### src/rtl/cla_4bit.sv
// 4-bit carry-lookahead slice. Purely combinational: every internal carry
// is expanded directly from the slice carry-in, so no carry ripples inside
// the slice.
module cla_4bit (
    input  logic [3:0] a,
    input  logic [3:0] b,
    input  logic       cin,
    output logic [3:0] s,
    output logic       cout
);

    logic [3:0] g;
    logic [3:0] p;
    logic [4:0] c;

    // Generate/propagate terms, lookahead carries and sum bits
    always_comb begin
        g = a & b;
        p = a ^ b;

        c[0] = cin;
        c[1] = g[0]
             | (p[0] & c[0]);
        c[2] = g[1]
             | (p[1] & g[0])
             | (p[1] & p[0] & c[0]);
        c[3] = g[2]
             | (p[2] & g[1])
             | (p[2] & p[1] & g[0])
             | (p[2] & p[1] & p[0] & c[0]);
        c[4] = g[3]
             | (p[3] & g[2])
             | (p[3] & p[2] & g[1])
             | (p[3] & p[2] & p[1] & g[0])
             | (p[3] & p[2] & p[1] & p[0] & c[0]);

        s    = p ^ c[3:0];
        cout = c[4];
    end

endmodule

### src/rtl/cla_16bit_ripple.sv
// 16-bit unsigned adder: four 4-bit lookahead slices with the carry rippling
// between slices, followed by a single output register (1-cycle latency).
module cla_16bit_ripple (
    input  logic        clk,
    input  logic        rst_n,
    input  logic [15:0] a,
    input  logic [15:0] b,
    input  logic        cin,
    output logic [15:0] sum,
    output logic        carry
);

    localparam int SLICE_W    = 4;
    localparam int NUM_SLICES = 16 / SLICE_W;

    // chain[i] is the carry into slice i; chain[NUM_SLICES] is the final carry
    logic [NUM_SLICES:0] chain;
    logic [15:0]         sum_comb;

    assign chain[0] = cin;

    for (genvar i = 0; i < NUM_SLICES; i++) begin : g_slice
        cla_4bit u_slice (
            .a    (a[i*SLICE_W +: SLICE_W]),
            .b    (b[i*SLICE_W +: SLICE_W]),
            .cin  (chain[i]),
            .s    (sum_comb[i*SLICE_W +: SLICE_W]),
            .cout (chain[i+1])
        );
    end

    // Register the 17-bit result; reset clears it without waiting for a clock
    always_ff @(posedge clk or negedge rst_n) begin
        if (!rst_n) begin
            sum   <= 16'h0000;
            carry <= 1'b0;
        end else begin
            sum   <= sum_comb;
            carry <= chain[NUM_SLICES];
        end
    end

endmodule

### config.mk
export PLATFORM = sky130hd
export DESIGN_NAME = cla_16bit_ripple
export DESIGN_NICKNAME = d
export VERILOG_FILES = /design/src/rtl/cla_4bit.sv /design/src/rtl/cla_16bit_ripple.sv
export SDC_FILE = /design/constraint.sdc
export NUM_CORES = 1
export LEC_CHECK = 0
export CORE_ASPECT_RATIO = 1.4
export CORE_MARGIN = 2
export CORE_UTILIZATION = 42
export CTS_CLUSTER_SIZE = 8
export DETAILED_ROUTE_END_ITERATION = 12
export PLACE_DENSITY = 0.92
export SLEW_MARGIN = 5
export SYNTH_ARGS = -nofsm -noshare
export SYNTH_HDL_FRONTEND = slang
export SYNTH_SLANG_ARGS = --single-unit
### constraint.sdc
create_clock -name clk -period 0.8 [get_ports clk]
set_clock_uncertainty 0.05 [all_clocks]
set_input_delay 0.16 -clock clk [delete_from_list [all_inputs] [get_ports clk]]
set_output_delay 0.16 -clock clk [all_outputs]
set_load 0.005 [all_outputs]
Word level (Yosys, flattened, before mapping)
Cells that the tools add are included.
W data, S select, Z words.
{"block": "op_classes", "bitwise_logic": 116}
{"op": "$and A1 B1 Y1", "n": 64}
{"op": "$or A1 B1 Y1", "n": 40}
{"op": "$xor A4 B4 Y4", "n": 8}
{"op": "$and A4 B4 Y4", "n": 4}
{"block": "word_totals", "out_inout_bits": 17, "word_cells": 118, "inputBits": 35, "reg_bits": 17}

Logic depth before layout (Yosys ltp)
Gate-level depths: netlist (run 1).
{"block": "logic_depth", "word_depth": 13, "mapped_depth": 7, "depth_no_buf": 7}

By module
A second synthesis (run 1) with hierarchy kept.
{"block": "unflattened", "cells_unflattened": 77, "hier_area_um2": 985.9}
{"mod": "cla_16bit_ripple", "area_each_um2": 425.4, "cells_each": 17, "seq_area_each_um2": 425.4, "n_inst": 1}
{"mod": "cla_4bit at g_slice[0].u_slice ...", "area_each_um2": 147.6, "cells_each": 17, "seq_area_each_um2": 0.0, "n_inst": 2}
{"mod": "cla_4bit at g_slice[2].u_slice ...", "area_each_um2": 132.6, "cells_each": 13, "seq_area_each_um2": 0.0, "n_inst": 2}

Least setup slack after synthesis (run 1)
No wires, ideal clock.
{"block": "synth_path", "path_kind": "in2reg", "startpoint": "input a[6]", "endpoint": "register sum[13]", "stages": 7, "t_arrival_ns": 2.099, "setup_time_ns": 0.127, "required_ns": 0.623, "slack_ns": -1.476, "path_buffers": 0, "cell_sequence": "ha_1 -> a21o_1 -> a221o_1 -> a31o_1 -> a221o_1 -> fa_1 -> xor2_1"}
{"block": "synth_between", "elab_chain_len": 11, "word_cells_on_any_way": 18, "cone_classes": "18 x bitwise"}
{"element": "from (decl)", "line_no": "cla_16bit_ripple.sv:6", "text": "input logic [15:0] a,"}
{"element": "$and A4 B4 Y4 or $xor A4 B4 Y4 (tied branches)", "line_no": "cla_4bit.sv:18, cla_4bit.sv:19"}
{"element": "$and A1 B1 Y1 (on tied branches)"}
{"element": "$or A1 B1 Y1 (tied with other cells)", "line_no": "cla_4bit.sv:32", "text": "| (p[3] & g[2])"}
{"element": "$or A1 B1 Y1 (tied with other cells)", "line_no": "cla_4bit.sv:33", "text": "| (p[3] & p[2] & g[1])"}
{"element": "$or A1 B1 Y1 or $and A1 B1 Y1 (tied branches)", "line_no": "cla_4bit.sv:34, cla_4bit.sv:35"}
{"element": "$or A1 B1 Y1 (*)", "line_no": "cla_4bit.sv:35", "text": "| (p[3] & p[2] & p[1] & p[0] & c[0]);"}
{"element": "$and A1 B1 Y1 (*)", "line_no": "cla_4bit.sv:35"}
{"element": "$or A1 B1 Y1 (*)", "line_no": "cla_4bit.sv:35"}
{"element": "$and A1 B1 Y1 (*)", "line_no": "cla_4bit.sv:23", "text": "| (p[0] & c[0]);"}
{"element": "$or A1 B1 Y1 (*)", "line_no": "cla_4bit.sv:23"}
{"element": "$xor A4 B4 Y4 (*)", "line_no": "cla_4bit.sv:37", "text": "s = p ^ c[3:0];"}
{"element": "net g_slice[3].u_slice.s[1]", "line_no": "cla_4bit.sv:8", "text": "output logic [3:0] s,"}
{"element": "to (signal assigned)", "line_no": "cla_16bit_ripple.sv:38", "text": "sum <= sum_comb;"}
{"element": "to (decl)", "line_no": "cla_16bit_ripple.sv:9", "text": "output logic [15:0] sum,"}
Mark *: on every way through the listed nets, which the timed path passes. The rest lies on a longest branch.

Worst setup path after layout (run 1)
{"block": "layout_path", "startpoint": "input b[6]", "endpoint": "register sum[13]"}
{"block": "layout_between", "elab_chain_len": 11, "word_cells_on_any_way": 18, "cone_classes": "18 x bitwise"}
{"element": "from (decl)", "line_no": "cla_16bit_ripple.sv:7", "text": "input logic [15:0] b,"}
{"element": "$and A4 B4 Y4 or $xor A4 B4 Y4 (tied branches)", "line_no": "cla_4bit.sv:18, cla_4bit.sv:19"}
{"element": "$and A1 B1 Y1 (on tied branches)"}
{"element": "$or A1 B1 Y1 (tied with other cells)", "line_no": "cla_4bit.sv:32"}
{"element": "$or A1 B1 Y1 (tied with other cells)", "line_no": "cla_4bit.sv:33"}
{"element": "$or A1 B1 Y1 or $and A1 B1 Y1 (tied branches)", "line_no": "cla_4bit.sv:34, cla_4bit.sv:35"}
{"element": "$or A1 B1 Y1 (*)", "line_no": "cla_4bit.sv:35"}
{"element": "$and A1 B1 Y1 (*)", "line_no": "cla_4bit.sv:35"}
{"element": "$or A1 B1 Y1 (*)", "line_no": "cla_4bit.sv:35"}
{"element": "$and A1 B1 Y1 (*)", "line_no": "cla_4bit.sv:23"}
{"element": "$or A1 B1 Y1 (*)", "line_no": "cla_4bit.sv:23"}
{"element": "$xor A4 B4 Y4 (*)", "line_no": "cla_4bit.sv:37"}
{"element": "net g_slice[3].u_slice.s[1]", "line_no": "cla_4bit.sv:8"}
Marked as above.

==> results of run 1 <==
## power breakdown
part           switching (mW)  leakage, nW  internal [mW]
clock                   0.283       0.0150          0.195
sequential             0.0543        0.199           1.03
combinational           0.602        0.723          0.771
## cell usage in the layout (no fill, tap or decap)
cell type        count
a41oi_4              1
buf_4               27
o22ai_2              1
inv_8                1
clkbuf_1             1
inv_1                4
xor2_2               2
o21bai_1             1
fa_2                 4
buf_12               1
a21o_1               7
xnor2_2              1
nor2b_1              1
or2_4                1
nand3_2              1
a21oi_2              3
dfrtp_1             17
a31o_1               1
buf_2               24
ha_4                 8
nor2_1               1
inv_2                1
clkbuf_4             3
xnor2_1              7
and3_4               1
and4_1               1
a31oi_1              2
nor2b_4              1
ha_1                 8
a31o_4               1
a221o_1              2
clkdlybuf4s50_1     17
xor2_1               2
nor2_2               1
buf_6                9
a21oi_4              1
buf_8                3
## cell families (layout without fill, tap and decap cells)
family / after synthesis / in the layout
AOI/OAI and AO/OA: 20 / 20
xor gates and xnor gates: 12 / 12
adders and majority gates: 20 / 20
buffers and inverters: 6 / 91
DFF: 17 / 17
and+or+nand+nor: 8 / 8
## flip-flops by register name, summed over array words and instances, names as in the netlist
| signal | cells |
|---|---|
| sum | 16 |
| carry | 1 |
## through the flow
stage / cell area (µm²) / total power [mW] / hold slack (ps) / setup TNS, ps / util [%]
after detailed placement: 1887 / 2.432 / 468.8 / -27980 / 79.79
after floorplan: 1162 / 1.570 / -185.6 / -12870 / -
after CTS: 1888 / 2.785 / 156.8 / -15800 / 79.84
final: 1958 / 2.939 / 138.3 / -16680 / 82.80
after global placement: 1887 / 2.329 / 462.8 / -26890 / 79.79
after global routing: 1958 / 3.075 / 143.8 / -17470 / 82.80
## final cells by class
cell class                      instances  area (µm²)
Clock buffer                            4       26.28
Multi-Input combinational cell         60       788.3
Tap cell                               23       28.78
Inverter                                6       30.03
Timing Repair Buffer                   81       659.4
Fill cell                             128       406.6
Sequential cell                        17       425.4
## repair_timing
item	4_1_cts	5_1_grt
gates resized for setup	158	11
cloned	0	0
setup buffers	5	4
pin swaps	22	13
endpoints found under the setup margin	34	32
## routing by layer
| layer | up-vias | global-route usage [%] | part of all wire, % |
|---|---|---|---|
| li1 | 464 | - | - |
| met5 | - | 0 | 0 |
| met4 | 0 | 18.57 | 6.7 |
| met3 | 22 | 7.514 | 6.3 |
| met2 | 66 | 42.71 | 51 |
| met1 | 517 | 28.36 | 36 |
## final timing paths
path,end,slack [ps],cells past startpoint
max,sum[13],-1300,8
min,sum[4],140,2
max in group asynchronous,sum[13],430,2
min in group clk,sum[7],170,3
==> impl_results.md, run 1 <==
- Ports: 52
- H-tree depth: 1
- Status: finished with violations
- # diodes: 0
- Post-detailed-routing wire length: 3946 µm
- Global-route wire length before repair: 5430 µm
- TritonRoute pass-1 iters: 4
- Leak pwr: 0.9365 nW
- Core box area: 2365 µm²
- Worst setup path start: b[6]
- Syn-to-layout area delta: 89.70%
- PD cells: 1501 nW/µm²
- Worst slew pin tran: 229.3 ps
- NumNets Final: 224
- Primary FF master, synth: dfrtp_1
- Most common cell in the netlist: dfrtp_1
- Max Fanout on Critical Path: 4
- Final Setup Violations: 32
- Share of layout cells above drive strength 1: 57.14%
- Cells after Synth: 83
- Num rows: 21
- Worst setup EP type: flop
- Placed cells: 180
- CP Data Required Time: 940 ps
- Register area share after synthesis: 41.21%
- Clock Tree Root: clkbuf_4
- Via Count: 1069
- Dpl hpwl: 2504 µm
- Max-Cap Viols: 0
- Clock Sinks: 17
- Drt wl/cell: 20.66 µm
- Worst vdd ir: 904.0 µV
- Failing checks: negative setup slack
- Rel. slew slack: 84.64%
- Yosys top cell area share: 41.21%
- Slowest CP cell: a221o_1
- Post-synth ARST share: 100.0%
- Delay-heaviest family, CP: compound AO/OA/AOI/OAI gates
- Non-Filler Instances: 191
- Initial Utilization: 43.65%
- EDFF count, synth: 0
- Multiplexer share of the synthesized area: 0%
- Number of global-route vias before repair: 1145
- Synth unique cells: 21
- Initial drt markers: 48
- Fin crit share: 262.8%
- #FFs+latches synth: 17
- Post-synthesis xor/xnor area fraction: 10.18%
- Die area: 2876 µm²
- Max Transition Viols Final: 0
- Minimum clock period: 2103 ps
- GRT overflow: 0
- Maximum root-to-sink buffer count: 2
- CTS tree: built
- Setup Crit Path Kind: in2reg
- WP data arrival: 2250 ps
- CTS Buf Count: 3
- CP most frequent cell: a221o_1
- Tot GR Track Use: 26.70%
- Post-synthesis compound-gate area fraction: 14.79%
- WP buf/inv: 1
- Pre-CTS WS: -1906 ps
- CP max stage delay: 430 ps
- Largest net degree at the start of global routing: 18
- Syn avg cell area: 12.44 µm²
- Die X: 45.90 µm
- Fmax achieved: 475.6 MHz
- Post-route ant nets: 0
- Unrepaired setup endpoints after global routing: yes
- Via-per-instance ratio: 5.597
- Hold crit path type: in2async
- Ranking of synthesized cells by area: dfrtp_1 (41%), ha_1 (19%), fa_1 (7.8%), xnor2_1 (6.8%), a21o_1 (5.1%)
- Cell Area, Synth: 1032 µm²
- Syn_nets: 138
- Largest family of logic cells by synthesized area: adder cells
- Warnings, synthesis: 0
- CP Launch Type: primary input
- Post-Synth Adder-Cell Area: 27.15%
- Die Y: 62.66 µm
- Fin. Hold Viols: 0
- Gpl congestion: 0.8321
- Simple-gate area share of the yosys netlist: 4.485%
- IO Port Bufs: 51
- Final setup margin: -1303 ps
- DR DRC count: 0
- Largest area contributor in the netlist: dfrtp_1
- Most common library cells after synthesis: dfrtp_1 (17), ha_1 (16), xnor2_1 (8), a21o_1 (7), inv_1 (6)
- CP Cell Sequence: buf_6, ha_4, a21o_1, a221o_1, a31o_1, a221o_1, fa_2, xor2_1
- Clock transition at path regs: 100 ps
- CTS Hold Buffers Added: 0
- Initial antenna violation count: 0
Power figures use the tool's default switching activity.
==> inputs of run 2 (changes only) <==
--- a/config.mk
+++ b/config.mk
@@ -11,6 +11,7 @@
 export CTS_CLUSTER_SIZE = 8
 export DETAILED_ROUTE_END_ITERATION = 12
 export PLACE_DENSITY = 0.92
+export SETUP_SLACK_MARGIN = 0.15
 export SLEW_MARGIN = 5
 export SYNTH_ARGS = -nofsm -noshare
 export SYNTH_HDL_FRONTEND = slang
==> run 2 against run 1 <==
Net effect:
- the run still ends with negative setup slack left
- die area unchanged
- worst setup slack gained 43 ps
- combinational power about the same
- fmax is 2.1% higher
- sequential cell count unchanged
- routed wire length shrank 1.3%
- clock power hardly changed
- worst hold slack gained 8.4 ps
- global-route usage increased by 1.4 points
- critical path depth down 1
- critical endpoint unchanged
- highest routed layer unchanged
==> impl_results.md, run 2 (synthesized netlist as in run 1, its figures left out) <==
- Status: finished with violations
- Failing checks: negative setup slack
- DR DRC count: 0
- CP Launch Type: primary input
- NumNets Final: 225
- CTS tree: built
- Maximum root-to-sink buffer count: 2
- Post-route ant nets: 0
- Largest net degree at the start of global routing: 18
- Regs by FF count: sum (16), carry (1)
- Clock Sinks: 17
- Final setup margin: -1260 ps
- Share of layout cells above drive strength 1: 57.40%
- Core box area: 2365 µm²
- Fin Hold WS: 146.7 ps
- Leak pwr: 0.9443 nW
- Final Setup Violations: 33
- Max Fanout on Critical Path: 3
- Clock Tree Root: clkbuf_4
- Max-Cap Viols: 0
- Number of global-route vias before repair: 1152
- CP Cell Sequence: clkdlybuf4s50_1, ha_1, buf_4, and4_1, a221o_1, fa_2, xor2_1
- Die Y: 62.66 µm
- Worst slew pin tran: 269.9 ps
- Delay-heaviest family, CP: adder cells
- CTS Hold Buffers Added: 0
- CP Data Required Time: 940 ps
- Hold crit path type: in2async
- GRT overflow: 0
- Setup Crit Path Kind: in2reg
- TNS Setup: -16780 ps
- CTS Buf Count: 3
- Fmax achieved: 485.5 MHz
- Commonest cells after routing, fill and taps aside: buf_2 (26), buf_4 (25), dfrtp_1 (17), clkdlybuf4s50_1 (17), buf_6 (10)
- Fin. Hold Viols: 0
- Reg area: 425.4 µm²
- WP buf/inv: 2
- Fillers: 126
- Most common cell after layout, fill and taps aside: buf_2
- H-tree depth: 1
- Fin util: 82.70%
- # diodes: 0
- Pre-CTS WS: -1906 ps
- Initial antenna violation count: 0
- Slowest CP cell: clkdlybuf4s50_1
- Max Transition Viols Final: 0
- Ports: 52
- Via-per-instance ratio: 5.448
- Clock transition at path regs: 100 ps
- TritonRoute pass-1 iters: 4
- Die X: 45.90 µm
- Num rows: 21
- Die area: 2876 µm²
- PD cells: 1497 nW/µm²
- Post-detailed-routing wire length: 3894 µm
- Rel. slew slack: 81.94%
- Minimum clock period: 2060 ps
- Max reg flops: 16
- CP max stage delay: 410 ps
- IO Port Bufs: 51
- Syn-to-layout area delta: 89.45%
- Fin crit share: 257.5%
- Drt wl/cell: 20.28 µm
- Worst setup EP type: flop
- Gpl congestion: 0.8321
- Worst vdd ir: 1092 µV
- Initial drt markers: 31
- Multi-input logic area: 777.0 µm²
- Reg with most FFs: sum
- Global-route wire length before repair: 5637 µm
- WP data arrival: 2200 ps
- Tot GR Track Use: 28.15%
- Unrepaired setup endpoints after global routing: yes
- Initial Utilization: 43.65%
- Via Count: 1046
- Dpl hpwl: 2504 µm
## run 2: changes by cell type in the layout (fill, tap and decap cells not counted), sizes merged
cell | previous run | this run
buf | 64 | 65
## run 2: timing repair
item	4_1_cts	5_1_grt
endpoints found under the setup margin	34	34
pin swaps	24	4
gates resized for setup	162	6
buffers inserted	5	3
## run 2: cell type report
class	instances	share of cell area, %
clock buffers	4	1.344
multi-input cells	60	39.73
flip-flops and latches	17	21.75
well taps	23	1.472
inverters	6	1.663
repair buffers	82	34.04
## run 2: metal layers
metal | up-vias | wire length (µm) | GRT usage (%) | part of all wire (%)
met5 | - | 0 | 0 | 0
met4 | 0 | 128 | 12.14 | 3.3
met3 | 17 | 265 | 6.647 | 6.8
met2 | 63 | 2114 | 49.83 | 54
met1 | 499 | 1386 | 29.46 | 36
li1 | 467 | - | - | -
## run 2: through the flow
step	std cells	cell area, µm²	power [mW]
floorplan	83	1162	1.570
global placement	180	1887	2.329
detailed placement	180	1887	2.432
CTS	189	1909	2.806
global route	192	1956	3.055
finish	192	1956	2.927
## run 2: where the power goes
group,total (mW),internal (mW),leakage [nW],switching (mW)
Clock,0.476,0.194,0.0150,0.282
Sequential,1.09,1.03,0.199,0.0546
Combinational,1.36,0.778,0.731,0.585
Total,2.93,2.01,0.944,0.921
## run 2: how the worst max path moves through the flow
stage,from,end,slack [ps],cells past startpoint
6_report,a[9],sum[13],-1260,7
5_1_grt,b[6],sum[13],-1300,8
4_1_cts,b[6],sum[13],-1230,8
3_5_place_dp,b[4],sum[13],-1910,8
3_3_place_gp,a[6],sum[13],-1850,8
2_1_floorplan,a[6],sum[13],-1360,7
